===== config.mk =====
export PLATFORM = sky130hd
export DESIGN_NAME = acq_sweep_ctrl
export DESIGN_NICKNAME = d
export VERILOG_FILES = /design/src/rtl/acq_sweep_ctrl.sv
export SDC_FILE = /design/constraint.sdc
export NUM_CORES = 1
export LEC_CHECK = 0
export BUFFER_PORTS_ARGS = -buffer_cell sky130_fd_sc_hd__buf_2
export CAP_MARGIN = 20
export CORE_UTILIZATION = 60
export CTS_CLUSTER_DIAMETER = 120
export DETAILED_ROUTE_END_ITERATION = 16
export PLACE_DENSITY = 0.85
export SYNTH_ARGS = -nofsm -noshare
export SYNTH_HDL_FRONTEND = slang
export SYNTH_SLANG_ARGS = --single-unit

===== constraint.sdc =====
create_clock -name clk -period 11.3 [get_ports clk]
set_input_delay 0 -clock clk [delete_from_list [all_inputs] [get_ports clk]]
set_output_delay 0 -clock clk [all_outputs]
set_load 0.01 [all_outputs]

===== src/rtl/acq_sweep_ctrl.sv =====
// acq_sweep_ctrl: sequences a full Doppler x code-shift acquisition search.
// For every cell it commands a code seek, plays the stored frame once,
// collects the early/prompt/late I2Q2 results and tracks the running peak.
module acq_sweep_ctrl #(
  parameter int                    DOPP_WIDTH   = 16,
  parameter int                    CS_WIDTH     = 11,
  parameter int                    I2Q2_WIDTH   = 32,
  parameter logic [DOPP_WIDTH-1:0] DOPP_BIN_INC = 16'd100,
  parameter int                    CS_MAX       = 2045,
  parameter int                    CS_STEP      = 1,
  parameter int                    SEEK_TIMEOUT = 4095
) (
  input  logic                  clk,
  input  logic                  global_reset,
  input  logic                  start,
  input  logic                  abort,
  input  logic [4:0]            prn_cfg,
  input  logic [DOPP_WIDTH-1:0] dopp_min,
  input  logic [DOPP_WIDTH-1:0] dopp_max,
  output logic [4:0]            prn,
  output logic [DOPP_WIDTH-1:0] doppler,
  output logic                  seek_en,
  output logic [CS_WIDTH-1:0]   seek_target,
  input  logic [CS_WIDTH-1:0]   code_shift,
  output logic                  playback_start,
  input  logic                  i2q2_valid,
  input  logic [I2Q2_WIDTH-1:0] i2q2_early,
  input  logic [I2Q2_WIDTH-1:0] i2q2_prompt,
  input  logic [I2Q2_WIDTH-1:0] i2q2_late,
  output logic                  busy,
  output logic                  done,
  output logic                  error,
  output logic [I2Q2_WIDTH-1:0] peak_i2q2,
  output logic [DOPP_WIDTH-1:0] peak_doppler,
  output logic [CS_WIDTH-1:0]   peak_code_shift,
  output logic [15:0]           pass_count
);

  localparam int                           TO_W    = $clog2(SEEK_TIMEOUT + 1);
  localparam logic [TO_W-1:0]              TO_MAX  = TO_W'(SEEK_TIMEOUT);
  localparam logic [CS_WIDTH:0]            CS_INC  = (CS_WIDTH+1)'(CS_STEP);
  localparam logic [CS_WIDTH:0]            CS_LAST = (CS_WIDTH+1)'(CS_MAX);
  localparam logic signed [DOPP_WIDTH:0]   ROW_INC = (DOPP_WIDTH+1)'(3 * DOPP_BIN_INC);

  typedef enum logic [2:0] {
    S_IDLE,
    S_SEEK,
    S_WAIT_SEEK,
    S_PLAY,
    S_WAIT_RESULT,
    S_ADVANCE,
    S_DONE,
    S_ERROR
  } state_t;

  state_t                  r_state;
  logic [4:0]              r_prn;
  logic [DOPP_WIDTH-1:0]   r_doppler;
  logic                    r_seek_en;
  logic [CS_WIDTH-1:0]     r_seek_target;
  logic                    r_playback_start;
  logic                    r_busy;
  logic                    r_done;
  logic                    r_error;
  logic [I2Q2_WIDTH-1:0]   r_peak_i2q2;
  logic [DOPP_WIDTH-1:0]   r_peak_doppler;
  logic [CS_WIDTH-1:0]     r_peak_code_shift;
  logic [15:0]             r_pass_count;
  logic [TO_W-1:0]         r_to_cnt;
  logic [I2Q2_WIDTH-1:0]   r_early;
  logic [I2Q2_WIDTH-1:0]   r_prompt;
  logic [I2Q2_WIDTH-1:0]   r_late;

  logic [I2Q2_WIDTH-1:0]        w_best;
  logic [DOPP_WIDTH-1:0]        w_best_dopp;
  logic [CS_WIDTH:0]            w_cs_next;
  logic                         w_cs_wrap;
  logic signed [DOPP_WIDTH:0]   w_dopp_next;
  logic signed [DOPP_WIDTH:0]   w_dopp_max_ext;
  logic                         w_dopp_ovf;
  logic                         w_row_done;

  // Per-pass best bin and next-cell arithmetic, evaluated from registered results
  always_comb begin
    w_best      = r_prompt;
    w_best_dopp = r_doppler;
    if (r_early > w_best) begin
      w_best      = r_early;
      w_best_dopp = r_doppler + DOPP_BIN_INC;
    end
    if (r_late > w_best) begin
      w_best      = r_late;
      w_best_dopp = r_doppler - DOPP_BIN_INC;
    end
    // one extra bit keeps the code-shift and Doppler steps from wrapping silently
    w_cs_next      = {1'b0, r_seek_target} + CS_INC;
    w_cs_wrap      = (w_cs_next > CS_LAST);
    w_dopp_next    = {r_doppler[DOPP_WIDTH-1], r_doppler} + ROW_INC;
    w_dopp_max_ext = {dopp_max[DOPP_WIDTH-1], dopp_max};
    w_dopp_ovf     = (w_dopp_next[DOPP_WIDTH] != w_dopp_next[DOPP_WIDTH-1]);
    w_row_done     = w_dopp_ovf || (w_dopp_next > w_dopp_max_ext);
  end

  // Sweep sequencer with registered outputs; abort overrides every state
  always_ff @(posedge clk or posedge global_reset) begin
    if (global_reset) begin
      r_state           <= S_IDLE;
      r_prn             <= '0;
      r_doppler         <= '0;
      r_seek_en         <= 1'b0;
      r_seek_target     <= '0;
      r_playback_start  <= 1'b0;
      r_busy            <= 1'b0;
      r_done            <= 1'b0;
      r_error           <= 1'b0;
      r_peak_i2q2       <= '0;
      r_peak_doppler    <= '0;
      r_peak_code_shift <= '0;
      r_pass_count      <= '0;
      r_to_cnt          <= '0;
      r_early           <= '0;
      r_prompt          <= '0;
      r_late            <= '0;
    end else begin
      // strobes are high only while in SEEK / PLAY respectively
      r_seek_en        <= 1'b0;
      r_playback_start <= 1'b0;
      if (abort) begin
        r_state <= S_IDLE;
        r_busy  <= 1'b0;
        r_done  <= 1'b0;
        r_error <= 1'b0;
      end else begin
        case (r_state)
          S_IDLE, S_DONE, S_ERROR: begin
            if (start) begin
              r_prn             <= prn_cfg;
              r_doppler         <= dopp_min;
              r_seek_target     <= '0;
              r_peak_i2q2       <= '0;
              r_peak_doppler    <= '0;
              r_peak_code_shift <= '0;
              r_pass_count      <= '0;
              r_done            <= 1'b0;
              r_error           <= 1'b0;
              r_busy            <= 1'b1;
              r_seek_en         <= 1'b1;
              r_state           <= S_SEEK;
            end
          end
          S_SEEK: begin
            r_to_cnt <= '0;
            r_state  <= S_WAIT_SEEK;
          end
          S_WAIT_SEEK: begin
            if (code_shift == r_seek_target) begin
              r_playback_start <= 1'b1;
              r_state          <= S_PLAY;
            end else if (r_to_cnt == TO_MAX) begin
              r_busy  <= 1'b0;
              r_error <= 1'b1;
              r_state <= S_ERROR;
            end else begin
              r_to_cnt <= r_to_cnt + TO_W'(1);
            end
          end
          S_PLAY: begin
            r_state <= S_WAIT_RESULT;
          end
          S_WAIT_RESULT: begin
            if (i2q2_valid) begin
              r_early  <= i2q2_early;
              r_prompt <= i2q2_prompt;
              r_late   <= i2q2_late;
              r_state  <= S_ADVANCE;
            end
          end
          S_ADVANCE: begin
            if (w_best > r_peak_i2q2) begin
              r_peak_i2q2       <= w_best;
              r_peak_doppler    <= w_best_dopp;
              r_peak_code_shift <= r_seek_target;
            end
            if (r_pass_count != 16'hFFFF) begin
              r_pass_count <= r_pass_count + 16'd1;
            end
            if (!w_cs_wrap) begin
              r_seek_target <= w_cs_next[CS_WIDTH-1:0];
              r_seek_en     <= 1'b1;
              r_state       <= S_SEEK;
            end else begin
              r_seek_target <= '0;
              if (w_row_done) begin
                r_busy  <= 1'b0;
                r_done  <= 1'b1;
                r_state <= S_DONE;
              end else begin
                r_doppler <= w_dopp_next[DOPP_WIDTH-1:0];
                r_seek_en <= 1'b1;
                r_state   <= S_SEEK;
              end
            end
          end
          default: begin
            r_state <= S_IDLE;
          end
        endcase
      end
    end
  end

  assign prn             = r_prn;
  assign doppler         = r_doppler;
  assign seek_en         = r_seek_en;
  assign seek_target     = r_seek_target;
  assign playback_start  = r_playback_start;
  assign busy            = r_busy;
  assign done            = r_done;
  assign error           = r_error;
  assign peak_i2q2       = r_peak_i2q2;
  assign peak_doppler    = r_peak_doppler;
  assign peak_code_shift = r_peak_code_shift;
  assign pass_count      = r_pass_count;

endmodule


# ---- Word-level counts from Yosys, hierarchy flattened
# Cells that the tools add are included.
dict set report totals {
  ff_bits 223
  inputBits 149
  out_inout_bits 112
  wordCells 129
}
dict set report classes {
  add_sub_neg 6
  order_cmp 5
  eq_ne 25
  muxes 56
  n_bitwise 1
  n_reduce_logical 19
}
# op n
set op_table {}
lappend op_table {{$mux W16} 8}
lappend op_table {{$mux W32} 4}
lappend op_table {{$gt A32 B32 Y1} 3}
lappend op_table {{$pmux W16 S2} 3}
lappend op_table {{$pmux W32 S2} 1}
lappend op_table {{$pmux W11 S2} 2}
lappend op_table {{$mux W11} 3}
lappend op_table {{$mux W12} 2}
lappend op_table {{$pmux W12 S2} 1}
lappend op_table {{$mux W3} 7}
lappend op_table {{$mux W1} 20}
lappend op_table {{$reduce_and A4 Y1} 5}
lappend op_table {{$ne A3 B3 Y1 const B} 6}
lappend op_table {{$pmux W3 S6} 1}
lappend op_table {{$add A16 B10 Y17 const B} 1}
lappend op_table {{$gt A17 B16 Y1} 1}
lappend op_table {{$add A16 B1 Y16 const B} 1}
lappend op_table {{$add A16 B7 Y16 const B} 1}
lappend op_table {{$ne A16 B16 Y1 const B} 1}
lappend op_table {{$sub A16 B7 Y16 const B} 1}
lappend op_table {{$ne A2 B2 Y1 const B} 7}
lappend op_table {{$add A11 B1 Y12 const B} 1}
lappend op_table {{$add A12 B1 Y12 const B} 1}
lappend op_table {{$eq A12 B12 Y1 const B} 1}
lappend op_table {{other kinds (19)} 30}

# ---- Longest topological paths before layout
dict set report logic_depth {
  word_depth 7
  depth_mapped 31
  ltp_nobuf 25
}

# ---- Least setup slack after synthesis
# OpenSTA, ideal clock, no wires.
dict set report synth_timing {
  kind {register to register}
  from {register r_early[26]}
  to {register r_peak_doppler[15] (netlist: peak_doppler[15])}
  setup_ps 92
  t_arrival_ps 6501
  t_required_ps 11208
  path_slack_ps 4708
  stages_incl_launch_ff 31
  path_buffers 6
  synth_period_minus_slack_ps 6592
  path_cell_list {dfrtp_1 ha_1 nand4_1 or4_4 nor2_2 o22ai_2 nor2_4 buf_6 buf_6 mux2i_2 ha_1 nand4_1 or4_4 o41ai_2 o22ai_1 a21oi_2 buf_4 buf_2 nor2_1 a21oi_1 ha_1 a21o_1 a21oi_1 o221ai_1 a221oi_1 nand3_1 a21oi_1 clkbuf_1 buf_1 nand2_1 o31ai_2}
}
dict set report synth_via {
  elab_chain_len 7
  word_cells_on_any_way 11
  cone_classes {3 x order compare; 1 x eq/ne; 6 x mux; 1 x reduce/logical}
}
# item line
set synth_lines {}
lappend synth_lines {{from (decl)} 70} ;# logic [I2Q2_WIDTH-1:0] r_early;
lappend synth_lines {{from (signal assigned)} 172} ;# r_early <= i2q2_early;
lappend synth_lines {{$gt A32 B32 Y1} 87} ;# if (r_early > w_best) begin
lappend synth_lines {{$mux W32} 87}
lappend synth_lines {{$gt A32 B32 Y1} 91} ;# if (r_late > w_best) begin
lappend synth_lines {{$mux W32} 91}
lappend synth_lines {{$gt A32 B32 Y1} 179} ;# if (w_best > r_peak_i2q2) begin
lappend synth_lines {{$ne A2 B2 Y1 (no source line)} n/a}
lappend synth_lines {{$reduce_and A4 Y1 (no source line)} n/a}
lappend synth_lines {{to (signal assigned)} 181} ;# r_peak_doppler <= w_best_dopp;
lappend synth_lines {{to (decl)} 66} ;# logic [DOPP_WIDTH-1:0] r_peak_doppler;
# Parallel ways exist; a longest one is shown, timed or not. The select of a mux whose other input is x is not followed.
# A chain may end at the register's enable or synchronous reset.

# ---- Worst setup path in the final report
dict set report layout_timing {
  from {register r_early[7]}
  to {register r_peak_i2q2[17] (netlist: peak_i2q2[17])}
}
dict set report layout_via {
  elab_chain_len 7
  word_cells_on_any_way 9
  cone_classes {3 x order compare; 1 x eq/ne; 4 x mux; 1 x reduce/logical}
}
# item line
set layout_lines {}
lappend layout_lines {{$gt A32 B32 Y1} 87}
lappend layout_lines {{$mux W32 *} 87}
lappend layout_lines {{$gt A32 B32 Y1} 91}
lappend layout_lines {{$mux W32 *} 91}
lappend layout_lines {{$gt A32 B32 Y1} 179}
lappend layout_lines {{$ne A2 B2 Y1 (no source line)} n/a}
lappend layout_lines {{$reduce_and A4 Y1 (no source line)} n/a}
lappend layout_lines {{to (signal assigned)} 180} ;# r_peak_i2q2 <= w_best;
lappend layout_lines {{to (decl)} 65} ;# logic [I2Q2_WIDTH-1:0] r_peak_i2q2;
# Every way passes the cells marked *; elsewhere a longest branch is shown, timed or not. The select of a mux whose other input is x is not followed.

==> results.json <==
{
  "status": "completed",
  "timing.final.crit_share": 0.771,
  "synth-seq-cells": 223,
  "syn-num-nets": 1695,
  "grt_pass1_wl_um": 65300,
  "hold_violations": 0,
  "synth_edf_count": 0,
  "die_w_um": 154,
  "post-place-ws_ps": 2570,
  "finalWorstSetupSlack_ps": 2580,
  "final_net_count": 2039,
  "n_fill_cell": 1501,
  "p_leak_uw": 0.00824,
  "p_per_area_nw_per_um2": 324,
  "post_synth_num_cell_types": 75,
  "die_h_um": 154,
  "yosys_warnings": 0,
  "path_clk_slew_ps": 60,
  "fin_crit_ps": 8720,
  "worst_ep_required_time_ps": 11750,
  "synth_top_area_frac": 0.405,
  "synthTopCellsByArea": "dfrtp_1 (41%), ha_1 (11%), mux2_2 (5.8%)",
  "layoutNonFillerInstCount": 2076,
  "min_from": "i2q2_valid",
  "critPathKind": "register to register",
  "grt_max_degree": 146,
  "synthCells": 1427,
  "drv_cap": 0,
  "hold_class": "primary input to register",
  "synth_top_area_cell": "dfrtp_1",
  "finalInstanceArea_um2": 17300,
  "timing.hold.ws_ps": 74.0,
  "peakVddDrop_mv": 0.212,
  "finalSetupViolations": 0,
  "endpoint_kind": "register",
  "ff2ff_path_depth": 27,
  "antenna_found_initial": 1,
  "holdPathStages": 5,
  "root_buffer": "clkbuf_16",
  "critPathSlowestCell": "nor2_4",
  "rsz0062_at_grt": "no",
  "dr.pass1.iters": 6,
  "grt_use_total": 0.349,
  "dp_cells": 1907,
  "initial_core_util": 0.610,
  "insertion_delay_ps": 540,
  "startpoint": "r_early[7]$_DFFE_PP0P_",
  "port_buffers": 260,
  "cp_max_fo": 39,
  "routabilityCongestion": 0.924,
  "layout-drive-gt1-share": 0.236,
  "layout_commonest_cell": "buf_2",
  "place_area_um2": 15200,
  "grt_overflow_total": 0,
  "fp-row-count": 55,
  "dpl.hpwl_um": 27000,
  "die-area_um2": 23600,
  "clock_sinks": 223,
  "dr.first_iter.drc_count": 1030,
  "syn-cell-area_um2": 13800,
  "slew_headroom": 0.310,
  "drc": 0,
  "vias": 12700,
  "finClkSkew_ps": 30.9,
  "tightest_slew_ps": 1030,
  "ctsResizeCount": 0,
  "tns_ps": 0,
  "wl_um": 41300,
  "synth.avg_cell_area_um2": 9.65,
  "postSynth.asyncResetShare": 1.00,
  "post_drt_via_cell_ratio": 6.10,
  "drv_slew": 0,
  "grt_pass1_vias": 12600,
  "io_pins": 261,
  "clk_path_buf_depth": 3,
  "synth_flop_cell": "dfrtp_1",
  "core_um2": 22600,
  "cts_tree": "built",
  "critPathMostFrequentCell": "a21oi_1",
  "slowest_delay_ps": 620,
  "drtAntennaViolNets": 0,
  "final_cell_mix": "buf_2 (260), dfrtp_1 (223), dlygate4sd3_1 (120)",
  "r2r-start": "r_early[7]$_DFFE_PP0P_",
  "syn_to_final_growth_pct": 25.8,
  "fmax_ghz": 0.115,
  "start_kind": "register",
  "worstPathArrival_ps": 9170,
  "yosysSeqAreaShare": 0.405,
  "cts_made_buffers": 25,
  "htreeDepth": 1,
  "wl_per_cell_um": 19.9
}
[worst max-delay path, delay by kind of cell, from the launching register on]
kind / cells / cell delay (ps)
AO/OA/AOI/OAI: 16 / 4320
multiplexers: 1 / 350
adder cells (fa/ha/maj): 3 / 980
flip-flops: 1 / 420
buffers and inverters: 4 / 1610
AND/OR/NAND/NOR: 3 / 900
[synth_stat cells (4+ instances only)]
| cell type | count |
|---|---|
| ha_1 | 119 |
| nor3_1 | 25 |
| nand3_1 | 42 |
| a31oi_1 | 9 |
| a32o_1 | 4 |
| o21ai_0 | 90 |
| nor2b_1 | 14 |
| o21bai_1 | 4 |
| clkbuf_1 | 49 |
| a211oi_1 | 6 |
| nand2b_1 | 13 |
| mux2i_2 | 6 |
| a22o_1 | 41 |
| buf_4 | 4 |
| and3_1 | 7 |
| o32a_1 | 5 |
| nor2_1 | 91 |
| mux2i_1 | 30 |
| nand2_1 | 112 |
| a21oi_1 | 84 |
| xor2_1 | 24 |
| o21a_1 | 6 |
| nor4_1 | 8 |
| mux2_2 | 71 |
| nand4_1 | 29 |
| a211o_1 | 4 |
| inv_1 | 108 |
| a21oi_2 | 7 |
| o211ai_1 | 9 |
| and4_1 | 11 |
| and2_1 | 11 |
| xnor2_1 | 19 |
| or3_1 | 27 |
| dfrtp_1 | 223 |
| o31ai_1 | 7 |
| a221oi_1 | 9 |
| buf_2 | 17 |
| a21o_1 | 18 |
[per-stage QoR]
step / utilization / power, uW
2_1_floorplan: - / 3730
3_3_place_gp: 0.673 / 4360
3_5_place_dp: 0.674 / 4550
4_1_cts: 0.765 / 5450
5_1_grt: 0.768 / 6050
6_report: 0.768 / 5610
[path summary, 6_finish.rpt]
path	endpoint	slack, ps
setup / recovery	peak_i2q2[17]$_DFFE_PP0P_	2580
hold / removal	r_state[1]$_DFFE_PP0P_	70
setup reg to reg	peak_i2q2[17]$_DFFE_PP0P_	2580
hold reg to reg	peak_doppler[0]$_DFFE_PP0P_	480
max in group asynchronous	peak_i2q2[29]$_DFFE_PP0P_	9750
min in group asynchronous	r_late[28]$_DFFE_PP0P_	220
[cell families (layout without fill, tap and decap cells)]
family	Yosys count	after routing	synth area share
flip-flops	223	223	0.405
buffers and inverters	183	546	0.0541
AND/OR/NAND/NOR	409	409	0.150
XOR/XNOR	43	43	0.0273
adder cells (fa/ha/maj)	119	119	0.108
AO/OA/AOI/OAI	343	343	0.169
other	0	1	0
multiplexers	107	107	0.0859
[registers in the layout, indices dropped and copies added (netlist names)]
| signal | cells |
|---|---|
| peak_i2q2 | 32 |
| r_early | 32 |
| r_late | 32 |
| r_prompt | 32 |
| doppler | 16 |
| pass_count | 16 |
| peak_doppler | 16 |
| r_to_cnt | 12 |
| peak_code_shift | 11 |
| seek_target | 11 |
| prn | 5 |
| r_state | 3 |
| busy | 1 |
| done | 1 |
| error | 1 |
| playback_start | 1 |
| seek_en | 1 |
[per-layer routing]
metal / vias up / wire length (um) / GRT usage
li1: 5829 / - / -
met4: 0 / 1510 / 0.131
met3: 113 / 3360 / 0.0600
met1: 6068 / 15800 / 0.431
met2: 653 / 20700 / 0.612
met5: - / 0 / 0
[where the power goes]
part | internal, uW | switching [uW]
combinational | 1410 | 2010
sequential | 1040 | 300
clock | 504 | 347
total | 2960 | 2650
[final cells by class]
class	instances	area, um2	share of cell area
diodes	1	2.50	0.000144
clock buffers	34	699	0.0404
multi-input cells	1021	7480	0.432
inverters	108	413	0.0238
well taps	285	357	0.0206
repair buffers	392	2650	0.153
flip-flops and latches	223	5580	0.322
clock inverters	12	154	0.00888
[timing repair]
item,4_1_cts,5_1_grt
buffers inserted,0,0
hold buffers,120,0
endpoints found under the hold margin,267,0
No activity file was read; power rests on OpenSTA's default activity.
